File: src/rtl/pifo_sched_pkg.sv
// ----------------------------------------------------------------------------
// pifo_sched_pkg
// Shared definitions for the PIFO scheduler dequeue path.
//   - Default queue count and rank width of the dequeue arbiter.
//   - Bit layout of the root scheduling info word (pifo_info_root).
//   - CPU/DMA port index.
//   - Dequeue arbiter FSM state encoding.
// ----------------------------------------------------------------------------
package pifo_sched_pkg;

    localparam int NUM_QUEUES = 5;
    localparam int RANK_WIDTH = 16;

    // Ports 0-3 are the 10G MACs; the last queue feeds the CPU/DMA engine.
    localparam int CPU_PORT   = 4;

    // pifo_info_root layout
    localparam int ROOT_VALID_BIT  = 29;
    localparam int ROOT_RANK_MSB   = 28;
    localparam int ROOT_RANK_LSB   = 13;
    localparam int ROOT_ISLAST_BIT = 12;
    localparam int ROOT_FIELD_MSB  = 11;
    localparam int ROOT_FIELD_LSB  = 0;
    localparam int ROOT_INFO_W     = ROOT_VALID_BIT + 1;

    typedef enum logic {
        ST_IDLE = 1'b0,
        ST_BUSY = 1'b1
    } arb_state_t;

    // Pull the rank field out of a root info word.
    function automatic logic [RANK_WIDTH-1:0] root_rank(input logic [ROOT_INFO_W-1:0] info);
        return info[ROOT_RANK_MSB:ROOT_RANK_LSB];
    endfunction

endpackage

File: src/rtl/min_rank_rr_select.sv
// ----------------------------------------------------------------------------
// min_rank_rr_select
// Combinational selector: picks the requesting queue with the smallest
// unsigned rank. Equal ranks are resolved in favour of the first tied
// requester found scanning upward from i_rr_ptr (modulo NUM_QUEUES).
// Ports:
//   i_req      per-queue request
//   i_rank     packed ranks, queue i at [i*RANK_WIDTH +: RANK_WIDTH]
//   i_rr_ptr   round-robin start position
//   o_winner   index of the selected queue (0 when nothing requests)
//   o_any_req  at least one queue requests
// ----------------------------------------------------------------------------
module min_rank_rr_select #(
    parameter int NUM_QUEUES = 5,
    parameter int RANK_WIDTH = 16,
    parameter int IDX_W      = 3
) (
    input  logic [NUM_QUEUES-1:0]            i_req,
    input  logic [NUM_QUEUES*RANK_WIDTH-1:0] i_rank,
    input  logic [IDX_W-1:0]                 i_rr_ptr,
    output logic [IDX_W-1:0]                 o_winner,
    output logic                             o_any_req
);

    int                    w_base;
    int                    w_q;
    logic                  w_found;
    logic [RANK_WIDTH-1:0] w_best;

    // Scan starts at rr_ptr and only a strictly smaller rank replaces the
    // current best, so the earliest tied requester in scan order wins.
    always_comb begin
        w_base   = (int'(i_rr_ptr) < NUM_QUEUES) ? int'(i_rr_ptr) : 0;
        w_q      = 0;
        w_found  = 1'b0;
        w_best   = '1;
        o_winner = '0;
        for (int k = 0; k < NUM_QUEUES; k++) begin
            w_q = w_base + k;
            if (w_q >= NUM_QUEUES) begin
                w_q = w_q - NUM_QUEUES;
            end
            if (i_req[w_q] && (!w_found || (i_rank[w_q*RANK_WIDTH +: RANK_WIDTH] < w_best))) begin
                w_found  = 1'b1;
                w_best   = i_rank[w_q*RANK_WIDTH +: RANK_WIDTH];
                o_winner = IDX_W'(w_q);
            end
        end
    end

    assign o_any_req = |i_req;

endmodule

File: src/rtl/pifo_dequeue_arbiter.sv
// ----------------------------------------------------------------------------
// pifo_dequeue_arbiter
// Packet-granular dequeue arbiter sharing one packet-buffer read stream
// between NUM_QUEUES output queues. Lowest rank wins, ties rotate. A grant
// is held for the whole packet until the tlast beat is handshaked or the
// no-beat watchdog expires. At least one idle cycle separates grants.
// Ports:
//   axis_aclk / axis_resetn   clock, async active-low reset
//   enable                    allow new grants (sampled in IDLE only)
//   s_req, s_rank             per-queue head request and rank
//   s_beat_valid/ready/last   handshake of the shared read stream
//   m_grant, m_grant_valid,   registered one-hot grant, active flag,
//   m_grant_idx               and binary index of the granted queue
//   grant_count               packets granted
//   timeout_count             watchdog-forced releases
//   busy_cycles               cycles spent holding a grant
// ----------------------------------------------------------------------------
module pifo_dequeue_arbiter #(
    parameter int  NUM_QUEUES     = pifo_sched_pkg::NUM_QUEUES,
    parameter int  RANK_WIDTH     = pifo_sched_pkg::RANK_WIDTH,
    parameter int  TIMEOUT_CYCLES = 1024,
    parameter int  CNT_WIDTH      = 32,
    localparam int IDX_W          = (NUM_QUEUES > 1) ? $clog2(NUM_QUEUES) : 1
) (
    input  logic                             axis_aclk,
    input  logic                             axis_resetn,
    input  logic                             enable,
    input  logic [NUM_QUEUES-1:0]            s_req,
    input  logic [NUM_QUEUES*RANK_WIDTH-1:0] s_rank,
    input  logic                             s_beat_valid,
    input  logic                             s_beat_ready,
    input  logic                             s_beat_last,
    output logic [NUM_QUEUES-1:0]            m_grant,
    output logic                             m_grant_valid,
    output logic [IDX_W-1:0]                 m_grant_idx,
    output logic [CNT_WIDTH-1:0]             grant_count,
    output logic [CNT_WIDTH-1:0]             timeout_count,
    output logic [CNT_WIDTH-1:0]             busy_cycles
);

    import pifo_sched_pkg::*;

    arb_state_t            r_state;
    arb_state_t            w_state_nxt;

    logic [IDX_W-1:0]      r_rr_ptr;
    logic [IDX_W-1:0]      r_gidx;
    logic [NUM_QUEUES-1:0] r_grant;
    logic                  r_grant_valid;
    logic [CNT_WIDTH-1:0]  r_grant_count;
    logic [CNT_WIDTH-1:0]  r_timeout_count;
    logic [CNT_WIDTH-1:0]  r_busy_cycles;

    logic [IDX_W-1:0]      w_winner;
    logic                  w_any_req;
    logic [NUM_QUEUES-1:0] w_onehot;
    logic [IDX_W-1:0]      w_gidx_inc;
    logic                  w_beat;
    logic                  w_last_beat;
    logic                  w_wd_fire;
    logic                  w_start;
    logic                  w_release;
    logic                  w_timeout;

    assign w_beat      = s_beat_valid & s_beat_ready;
    assign w_last_beat = w_beat & s_beat_last;

    min_rank_rr_select #(
        .NUM_QUEUES (NUM_QUEUES),
        .RANK_WIDTH (RANK_WIDTH),
        .IDX_W      (IDX_W)
    ) u_select (
        .i_req      (s_req),
        .i_rank     (s_rank),
        .i_rr_ptr   (r_rr_ptr),
        .o_winner   (w_winner),
        .o_any_req  (w_any_req)
    );

    always_comb begin
        w_onehot = '0;
        for (int i = 0; i < NUM_QUEUES; i++) begin
            w_onehot[i] = (w_winner == IDX_W'(i));
        end
    end

    // Round-robin pointer moves one past the queue just served.
    assign w_gidx_inc = (r_gidx == IDX_W'(NUM_QUEUES - 1)) ? '0 : r_gidx + 1'b1;

    // ------------------------------------------------------------------
    // Watchdog: counts BUSY cycles without a beat. The counter is cleared
    // on grant and on every beat, so hitting TIMEOUT_CYCLES-1 with no beat
    // in that cycle means TIMEOUT_CYCLES consecutive silent cycles.
    // ------------------------------------------------------------------
    if (TIMEOUT_CYCLES > 0) begin : g_wd
        localparam int              WD_W    = (TIMEOUT_CYCLES > 1) ? $clog2(TIMEOUT_CYCLES) : 1;
        localparam logic [WD_W-1:0] WD_LAST = WD_W'(TIMEOUT_CYCLES - 1);

        logic [WD_W-1:0] r_wd;

        always_ff @(posedge axis_aclk or negedge axis_resetn) begin
            if (!axis_resetn) begin
                r_wd <= '0;
            end else if (r_state != ST_BUSY || w_beat || w_release) begin
                r_wd <= '0;
            end else if (r_wd != WD_LAST) begin
                r_wd <= r_wd + 1'b1;
            end
        end

        assign w_wd_fire = (r_state == ST_BUSY) && !w_beat && (r_wd == WD_LAST);
    end else begin : g_no_wd
        assign w_wd_fire = 1'b0;
    end

    // ------------------------------------------------------------------
    // FSM: state register
    // ------------------------------------------------------------------
    always_ff @(posedge axis_aclk or negedge axis_resetn) begin
        if (!axis_resetn) begin
            r_state <= ST_IDLE;
        end else begin
            r_state <= w_state_nxt;
        end
    end

    // FSM: next state
    always_comb begin
        w_state_nxt = r_state;
        case (r_state)
            ST_IDLE: if (enable && w_any_req)         w_state_nxt = ST_BUSY;
            ST_BUSY: if (w_last_beat || w_wd_fire)    w_state_nxt = ST_IDLE;
            default:                                  w_state_nxt = ST_IDLE;
        endcase
    end

    // FSM: output strobes. A tlast beat in the watchdog's final cycle is a
    // normal release (w_wd_fire already excludes beat cycles).
    always_comb begin
        w_start   = 1'b0;
        w_release = 1'b0;
        w_timeout = 1'b0;
        case (r_state)
            ST_IDLE: w_start = enable && w_any_req;
            ST_BUSY: begin
                w_release = w_last_beat || w_wd_fire;
                w_timeout = w_wd_fire && !w_last_beat;
            end
            default: ;
        endcase
    end

    // ------------------------------------------------------------------
    // Grant and round-robin registers
    // ------------------------------------------------------------------
    always_ff @(posedge axis_aclk or negedge axis_resetn) begin
        if (!axis_resetn) begin
            r_grant       <= '0;
            r_grant_valid <= 1'b0;
            r_gidx        <= '0;
            r_rr_ptr      <= '0;
        end else if (w_start) begin
            r_grant       <= w_onehot;
            r_grant_valid <= 1'b1;
            r_gidx        <= w_winner;
        end else if (w_release) begin
            r_grant       <= '0;
            r_grant_valid <= 1'b0;
            r_rr_ptr      <= w_gidx_inc;
        end
    end

    // Statistics, free-running and wrapping
    always_ff @(posedge axis_aclk or negedge axis_resetn) begin
        if (!axis_resetn) begin
            r_grant_count   <= '0;
            r_timeout_count <= '0;
            r_busy_cycles   <= '0;
        end else begin
            if (w_start)             r_grant_count   <= r_grant_count + 1'b1;
            if (w_timeout)           r_timeout_count <= r_timeout_count + 1'b1;
            if (r_state == ST_BUSY)  r_busy_cycles   <= r_busy_cycles + 1'b1;
        end
    end

    assign m_grant       = r_grant;
    assign m_grant_valid = r_grant_valid;
    assign m_grant_idx   = r_gidx;
    assign grant_count   = r_grant_count;
    assign timeout_count = r_timeout_count;
    assign busy_cycles   = r_busy_cycles;

endmodule
File: config.mk
export PLATFORM = sky130hd
export DESIGN_NAME = pifo_dequeue_arbiter
export DESIGN_NICKNAME = d
export VERILOG_FILES = /design/src/rtl/pifo_sched_pkg.sv /design/src/rtl/min_rank_rr_select.sv /design/src/rtl/pifo_dequeue_arbiter.sv
export SDC_FILE = /design/constraint.sdc
export NUM_CORES = 1
export LEC_CHECK = 0
export CAP_MARGIN = 20
export CORE_MARGIN = 2
export CORE_UTILIZATION = 30
export DETAILED_ROUTE_END_ITERATION = 16
export DONT_BUFFER_PORTS = 1
export PLACE_DENSITY_LB_ADDON = 0.1
export SLEW_MARGIN = 20
export SYNTH_ARGS = -nofsm -noshare
export SYNTH_HDL_FRONTEND = slang
export SYNTH_SLANG_ARGS = --single-unit
File: constraint.sdc
create_clock -name axis_aclk -period 11.4 [get_ports axis_aclk]
set_clock_uncertainty 0.1 [all_clocks]
set_input_delay 1.14 -clock axis_aclk [delete_from_list [all_inputs] [get_ports axis_aclk]]
set_output_delay 1.14 -clock axis_aclk [all_outputs]
set_load 0.03 [all_outputs]
==> results of run 1 <==
[registers in the layout, indices dropped and copies added (netlist names)]
| signal | count |
|---|---|
| busy_cycles | 32 |
| r_rr_ptr | 3 |
| timeout_count | 32 |
| grant_count | 32 |
| g_wd.r_wd | 10 |
| m_grant_idx | 3 |
| m_grant | 5 |
| m_grant_valid | 1 |
| r_state | 1 |
[metrics by stage]
step                      hold slack (ns)  setup slack [ns]  std cells  instance area [sq um]  setup TNS [ns]
final                               0.315             0.369       1980                  14000               0
after global routing                0.289            -0.142       1980                  14000          -0.345
after CTS                           0.292          0.000743       1955                  13200               0
after detailed placement            0.347            0.0535       1923                  12600               0
after global placement              0.349             0.163       1923                  12600               0
after floorplan                     0.325           0.00423       1405                  11700               0
[cell families after synthesis]
logic type | Yosys count
AO/OA/AOI/OAI | 355
XOR/XNOR | 103
adder cells (fa/ha/maj) | 76
buffers and inverters | 128
flip-flops | 119
multiplexers | 73
AND/OR/NAND/NOR | 551
[final timing paths]
check	start	to	slack, ns
max	r_rr_ptr[1]	m_grant[1]	0.37
min	axis_resetn	timeout_count[28]	0.31
max reg2reg	r_rr_ptr[1]	m_grant[1]	0.37
min reg2reg	g_wd.r_wd[0]	g_wd.r_wd[0]	0.35
max in group asynchronous	axis_resetn	grant_count[29]	10.68
min in group axis_aclk	g_wd.r_wd[0]	g_wd.r_wd[0]	0.35
[layout make-up]
type | count | area, sq um | area share (%)
flip-flops and latches | 119 | 2980 | 21.2
clock buffers | 17 | 425 | 3.03
clock inverters | 15 | 168 | 1.19
repair buffers | 107 | 908 | 6.47
multi-input cells | 1158 | 8730 | 62.2
inverters | 46 | 178 | 1.27
well taps | 518 | 648 | 4.62
[repair_timing]
action	CTS	global route
pin swaps	0	35
gates cloned	0	2
buffers inserted	0	23
setup endpoints to repair	1	8
resized for setup	1	128
[cells in the mapped netlist, drive strengths merged, types with 14 or more instances]
cell / n
xnor2: 73
ha: 75
dfrtp: 119
o21ai: 20
a22oi: 43
nor2: 109
nand2: 217
nand3: 86
o211ai: 22
clkbuf: 53
a21oi: 99
a2111oi: 16
o22ai: 29
and3: 25
buf: 29
mux4: 30
xor2: 30
a31oi: 22
mux2i: 30
nor2b: 14
nor3: 15
nand4: 29
a21o: 22
inv: 46
[per-layer routing]
metal / wire length [um] / vias to the layer above / share of wire [%] / global-route usage, %
met3: 3740 / 51 / 8.5 / 5.15
met2: 19900 / 499 / 45 / 32.8
li1: - / 5281 / - / -
met4: 880 / 0 / 2.0 / 5.63
met5: 0 / - / 0 / 0
met1: 19600 / 5486 / 44 / 29.2
==> results.py, run 1 <==
metrics = {
    "status": {
        "status": "finished clean",
    },
    "routing": {
        "routedWlPerCell_um": 22.3,
        "drt_iter0_markers": 997,
        "num_vias": 11300,
        "drcViolationCount": 0,
        "drt_wl_total_um": 44100,
        "drt-pass1-iter-count": 6,
        "avgViaCountPerCell": 5.72,
        "antenna_left": 0,
    },
    "worst_setup_path": {
        "critPathKind": "reg -> reg",
        "cpMaxStageDelayCell": "sky130_fd_sc_hd__or4_4",
        "maximum_cell_stage_delay_along_the_critical_path_ns": 0.54,
        "cp_top_family": "compound AO/OA/AOI/OAI gates",
        "worst-r2r-cell-count": 52,
        "worstSetupEndpointType": "register",
        "cp.depth": 52,
        "crit_arrival_ns": 11.26,
        "critPathLaunchType": "register",
        "critical_path.max_fanout": 11,
        "cp.buffers_inverters": 8,
        "required_ns": 11.63,
        "critical_path.most_common_cell": "sky130_fd_sc_hd__a21o_1",
    },
    "global_routing": {
        "first_global_vias": 11000,
        "overflow": 0,
        "grt_first_pass_wirelength_um": 66500,
        "grtUsageTotal_pct": 21.1,
        "grt_start_max_net_pins": 120,
        "antenna_found_initial": 0,
    },
    "clocking": {
        "cts.root.buffer_cell": "sky130_fd_sc_hd__clkbuf_16",
        "cts_made_buffers": 17,
        "hold_fix_buffers_at_cts": 0,
        "clockBufferDepth": 2,
        "cts.sinks": 119,
        "clk_latency_ns": 0.41,
        "tritoncts": "yes",
        "h-tree-depth": 4,
        "worst_setup_hold_path_clk_slew_ns": 0.06,
    },
    "sta": {
        "final-max-slew-violation-count": 0,
        "min_tclk_post_route_ns": 11.03,
        "report.final.setup_viol": 0,
        "slew_headroom_pct": 39.5,
        "post-route-period-util_pct": 96.8,
        "fmax_mhz": 90.7,
        "final-hold-violation-count": 0,
        "tightest_slew_ns": 0.907,
    },
    "synth": {
        "count_of_flip_flops_with_a_built_in_enable_after_synthesis": 0,
        "yosys.area_share.simple_pct": 22.4,
        "yosys_warnings": 0,
        "portion_of_synthesized_cell_area_occupied_by_the_leading_cell_type_pct": 25.7,
        "synthFlopType": "sky130_fd_sc_hd__dfrtp_1",
        "async_s_r_ff_share_synth_pct": 100,
        "synthesis.instances": 1405,
        "yosys-top-cells-area": "sky130_fd_sc_hd__dfrtp_1 26%, sky130_fd_sc_hd__ha_1 8.1%, sky130_fd_sc_hd__nand2_1 7.0%",
        "largest_family_of_logic_cells_by_synthesized_area": "simple AND/OR/NAND/NOR gates",
        "yosys-mux-area-fraction_pct": 9.68,
        "synth_compound_area_share_pct": 21.4,
        "synth_seq_area_share_pct": 25.7,
        "ys_ff_latch": 119,
        "synth-adder-area-share_pct": 8.26,
        "synth_xor_area_share_pct": 7.94,
        "mean_post_synth_cell_area_sq_um": 8.26,
        "number_of_distinct_library_cells_after_synthesis": 85,
        "post-synth-top-area-cell": "sky130_fd_sc_hd__dfrtp_1",
        "synthesis.area_sq_um": 11600,
        "net_count_after_synthesis": 1572,
    },
    "layout": {
        "nNetsFinal": 1616,
        "antenna_cells": 0,
        "mostFrequentLayoutCell": "sky130_fd_sc_hd__nand2_1",
        "drive_above_1_share_pct": 20.2,
        "layout_common_cells": "216 x sky130_fd_sc_hd__nand2_1, 117 x sky130_fd_sc_hd__dfrtp_1, 101 x sky130_fd_sc_hd__nor2_1",
        "flow.area_growth_from_synthesis_pct": 21.0,
        "filler_cell_count": 4024,
        "postLayoutCoreUtil_pct": 36.6,
    },
    "floorplanning": {
        "die_y_um": 201,
        "die_width_um": 201,
        "design.die.area_sq_um": 40300,
        "num_io_pins": 196,
        "placeableCoreArea_sq_um": 38400,
        "row_count": 72,
        "start_util_pct": 30.2,
    },
    "min_path": {
        "worstHoldPathType": "in -> async",
    },
    "flow_run": {
        "count_of_maximum_capacitance_violations": 0,
    },
    "placed_design": {
        "hpwl_detailed_um": 32900,
        "buffer_ports.inserted": 0,
        "finalWeightedCongestion": 0.882,
    },
}
Power of run 1 is left out: the tool's default activity adds up to more than one toggle a clock period on the data nets, which glitch-free logic cannot reach.
==> inputs of run 2 (changes only) <==
CORE_MARGIN = 5   (was 2)
==> results.py, run 2 (synthesis gave the netlist of run 1 again) <==
metrics = {
    "clocking": {
        "clockBufferDepth": 2,
        "clk_latency_ns": 0.42,
        "cts.root.buffer_cell": "sky130_fd_sc_hd__clkbuf_16",
        "cts.sinks": 119,
        "worst_setup_hold_path_clk_slew_ns": 0.07,
        "tritoncts": "yes",
        "h-tree-depth": 4,
        "cts_made_buffers": 17,
    },
    "worst_setup_path": {
        "worst-r2r-cell-count": 49,
        "cp.buffers_inverters": 8,
        "required_ns": 11.58,
        "worstSetupEndpointType": "register",
        "cp_top_family": "compound AO/OA/AOI/OAI gates",
        "cp.depth": 49,
        "critPathKind": "reg -> reg",
        "ff2ff_setup_slack_ns": 0.49,
        "cpMaxStageDelayCell": "sky130_fd_sc_hd__or4_4",
        "critical_path.most_common_cell": "sky130_fd_sc_hd__a21o_1",
        "critPathLaunchType": "register",
        "crit_arrival_ns": 11.08,
        "critical_path.max_fanout": 8,
        "maximum_cell_stage_delay_along_the_critical_path_ns": 0.53,
    },
    "routing": {
        "num_vias": 11300,
        "drcViolationCount": 0,
        "antenna_left": 0,
        "drt-pass1-iter-count": 5,
        "drt_iter0_markers": 880,
        "routedWlPerCell_um": 22.1,
        "avgViaCountPerCell": 5.66,
        "drt_wl_total_um": 44200,
    },
    "sta": {
        "whs_ns": 0.323,
        "rsz0062_at_grt": "yes",
        "report.final.setup_viol": 0,
        "fmax_mhz": 91.7,
        "final-max-slew-violation-count": 0,
        "final-hold-violation-count": 0,
        "sum_neg_setup_slack_ns": 0,
        "slew_headroom_pct": 26.1,
        "post-route-period-util_pct": 95.7,
        "tightest_slew_ns": 1.10,
        "finalWorstSetupSlack_ns": 0.494,
        "min_tclk_post_route_ns": 10.91,
    },
    "global_routing": {
        "grtUsageTotal_pct": 20.0,
        "first_global_vias": 11100,
        "grt_first_pass_wirelength_um": 67200,
        "grt_start_max_net_pins": 120,
        "overflow": 0,
        "antenna_found_initial": 0,
    },
    "layout": {
        "layout_common_cells": "215 x sky130_fd_sc_hd__nand2_1, 118 x sky130_fd_sc_hd__dfrtp_1, 115 x sky130_fd_sc_hd__buf_4",
        "mostFrequentLayoutCell": "sky130_fd_sc_hd__nand2_1",
        "flow.area_growth_from_synthesis_pct": 21.6,
        "nNetsFinal": 1637,
        "antenna_cells": 0,
        "filler_cell_count": 4036,
        "drive_above_1_share_pct": 20.3,
    },
    "flow_run": {
        "count_of_maximum_capacitance_violations": 0,
    },
    "floorplanning": {
        "design.die.area_sq_um": 42700,
        "num_io_pins": 196,
        "placeableCoreArea_sq_um": 38500,
        "start_util_pct": 30.2,
        "die_width_um": 207,
        "row_count": 72,
        "die_y_um": 207,
    },
    "placed_design": {
        "hpwl_detailed_um": 34100,
        "dp_worst_setup_slack_ns": -0.265,
        "buffer_ports.inserted": 0,
        "finalWeightedCongestion": 0.896,
    },
    "status": {
        "status": "finished clean",
    },
    "min_path": {
        "worstHoldPathType": "in -> async",
    },
}
## run 2: cell types whose count changed in the layout (fill, tap and decap cells not counted), moves of 3 or more
cell and change:
sky130_fd_sc_hd__buf_4 +23, sky130_fd_sc_hd__a2111oi_0 +3, sky130_fd_sc_hd__nor2_1 +3, sky130_fd_sc_hd__a21oi_4 -3, sky130_fd_sc_hd__nor2_2 -3, sky130_fd_sc_hd__buf_6 -5
sky130_fd_sc_hd__a2111oi_2 -3
## run 2: area by class of cell
cell class	count	area, sq um	share of cell area, %
Multi-Input combinational cell	1158	8670	61.4
Sequential cell	119	2980	21.1
Timing Repair Buffer	128	1070	7.58
Tap cell	518	648	4.59
Clock buffer	19	443	3.14
Inverter	46	175	1.24
Clock inverter	13	124	0.878
## run 2: worst register-to-register path: cells and delay by family, from the launching register on
kind,cells,cell delay (ns)
adders and majority gates,5,1.41
muxes,2,0.58
AOI/OAI and AO/OA,27,5.36
buffers and inverters,8,1.13
and+or+nand+nor,7,1.77
DFF,1,0.41
## run 2: metal layers
metal	wire length (um)	global-route usage (%)	vias to the layer above
met5	0	0	-
met4	945	5.11	0
met3	3810	5.48	69
met2	20200	32.2	462
met1	19300	26.7	5472
li1	-	-	5324
## run 2: final timing paths
kind	from	to
worst max-delay path	r_rr_ptr[0]	m_grant[0]
worst min-delay path	axis_resetn	timeout_count[31]
worst max register to register	r_rr_ptr[0]	m_grant[0]
worst min register to register	g_wd.r_wd[0]	g_wd.r_wd[0]
max in group asynchronous	axis_resetn	m_grant[3]
min in group axis_aclk	g_wd.r_wd[0]	g_wd.r_wd[0]
## run 2: stage by stage
step / utilization (%) / cells / area, sq um
after global placement: 33.2 / 1942 / 12800
after global routing: 36.7 / 2001 / 14100
after CTS: 34.9 / 1981 / 13400
after floorplan: - / 1405 / 11700
final: 36.7 / 2001 / 14100
after detailed placement: 33.2 / 1942 / 12800
## run 2: what timing repair did
item / 4_1_cts / 5_1_grt
endpoints found under the setup margin: 8 / 8
hold endpoints to repair: 0 / 0
cloned: 0 / 3
resized for setup: 2 / 94
hold buffers: 0 / 0
pin swaps: 1 / 27
buffers inserted: 7 / 17
Power of run 2 is left out for the same reason.
==> inputs of run 3 (changes only) <==
CORE_ASPECT_RATIO = 0.5   (was unset)
==> results.py, run 3 (synthesis gave the netlist of run 1 again) <==
metrics = {
    "layout": {
        "mostFrequentLayoutCell": "sky130_fd_sc_hd__nand2_1",
        "nNetsFinal": 1678,
        "postLayoutCoreUtil_pct": 38.4,
        "antenna_cells": 0,
        "layout_common_cells": "216 x sky130_fd_sc_hd__nand2_1, 151 x sky130_fd_sc_hd__buf_4, 119 x sky130_fd_sc_hd__dfrtp_1",
        "drive_above_1_share_pct": 22.6,
        "flow.area_growth_from_synthesis_pct": 25.0,
    },
    "sta": {
        "final-max-slew-violation-count": 0,
        "post-route-period-util_pct": 96.6,
        "sum_neg_setup_slack_ns": 0,
        "final-hold-violation-count": 0,
        "tightest_slew_ns": 1.04,
        "min_tclk_post_route_ns": 11.02,
        "slew_headroom_pct": 29.8,
        "report.final.setup_viol": 0,
        "fmax_mhz": 90.8,
    },
    "worst_setup_path": {
        "crit_start": "r_rr_ptr[0]",
        "worstSetupEndpointType": "register",
        "maximum_cell_stage_delay_along_the_critical_path_ns": 0.56,
        "ff2ff_setup_slack_ns": 0.38,
        "crit_arrival_ns": 11.21,
        "critical_path.most_common_cell": "sky130_fd_sc_hd__a21o_1",
        "worst-r2r-cell-count": 49,
        "critical_path.max_fanout": 8,
        "r2r-start": "r_rr_ptr[0]",
        "timing.rr.end": "m_grant[3]",
        "critPathKind": "reg -> reg",
        "required_ns": 11.60,
        "critPathLaunchType": "register",
        "cpMaxStageDelayCell": "sky130_fd_sc_hd__or4_4",
    },
    "floorplanning": {
        "die_y_um": 149,
        "design.die.area_sq_um": 42900,
        "placeableCoreArea_sq_um": 37800,
        "num_io_pins": 196,
        "start_util_pct": 30.7,
        "row_count": 50,
        "die_width_um": 288,
    },
    "routing": {
        "drt_iter0_markers": 1026,
        "drt-pass1-iter-count": 6,
        "routedWlPerCell_um": 23.9,
        "avgViaCountPerCell": 5.81,
        "antenna_left": 0,
        "drt_wl_total_um": 48800,
        "drcViolationCount": 0,
        "num_vias": 11900,
    },
    "global_routing": {
        "overflow": 0,
        "grt_first_pass_wirelength_um": 73200,
        "grt_start_max_net_pins": 120,
        "grtUsageTotal_pct": 22.0,
        "first_global_vias": 11800,
        "antenna_found_initial": 1,
    },
    "clocking": {
        "cts_made_buffers": 17,
        "clockBufferDepth": 2,
        "h-tree-depth": 4,
        "cts.sinks": 119,
        "worst_setup_hold_path_clk_slew_ns": 0.05,
        "tritoncts": "yes",
        "clk_latency_ns": 0.40,
        "cts.root.buffer_cell": "sky130_fd_sc_hd__clkbuf_16",
    },
    "placed_design": {
        "hpwl_detailed_um": 37700,
        "buffer_ports.inserted": 0,
        "finalWeightedCongestion": 0.924,
    },
    "min_path": {
        "worstHoldPathType": "in -> async",
    },
    "flow_run": {
        "count_of_maximum_capacitance_violations": 0,
    },
    "status": {
        "status": "finished clean",
    },
}
==> run 3: cell types whose count changed in the layout (fill, tap and decap cells not counted), sizes merged <==
cell	delta
clkinvlp	-2
bufinv	+2
inv	-2
clkinv	-2
buf	+42
clkbuf	+3
==> run 3: layer usage <==
metal  vias to the layer above  track usage, %  wire (um)
met4                         0            7.35       1730
met1                      5783            27.8      19800
li1                       5409               -          -
met5                         -               0          0
met2                       573            37.6      23000
met3                       101            4.69       4250
==> run 3: worst max-delay path, delay by kind of cell, from the launching register on <==
kind | cells | cell delay, ns
AO/OA/AOI/OAI | 31 | 6.24
AND/OR/NAND/NOR | 7 | 1.74
adder cells (fa/ha/maj) | 5 | 1.39
buffers and inverters | 5 | 0.79
flip-flops | 1 | 0.41
multiplexers | 1 | 0.22
==> run 3: worst max path at each step <==
stage | end | slack (ns) | cells after the start
after CTS | m_grant[3] | 0.0005 | 54
after global placement | m_grant[3] | -0.07 | 54
after detailed placement | m_grant[3] | -0.15 | 54
after global routing | m_grant[3] | -0.07 | 56
after floorplan | m_grant_idx[1] | 0.004 | 64
final | m_grant[3] | 0.38 | 49
==> run 3: cell type report <==
type                       instances  area [sq um]
fill                            3876         23300
multi-input combinational       1158          8690
sequential                       119          2980
timing repair buffer             169          1400
tap                              520           651
clock buffer                      23           478
inverter                          46           175
clock inverter                     9           123
==> run 3: timing repair <==
action / CTS / global route
pin swaps: 4 / 34
setup buffers: 3 / 19
gates resized for setup: 17 / 91
endpoints found under the setup margin: 8 / 8
hold buffers: 0 / 0
gates cloned: 1 / 2
==> run 3: through the flow <==
step                cells  hold WS (ns)  setup slack [ns]  area (sq um)
floorplan            1405         0.325           0.00423         11700
global placement     1988         0.339           -0.0743         13100
detailed placement   1988         0.364            -0.153         13100
CTS                  2024         0.307          0.000511         13800
global route         2044         0.302           -0.0733         14500
finish               2044         0.328             0.383         14500
Power of run 3 is left out for the same reason.
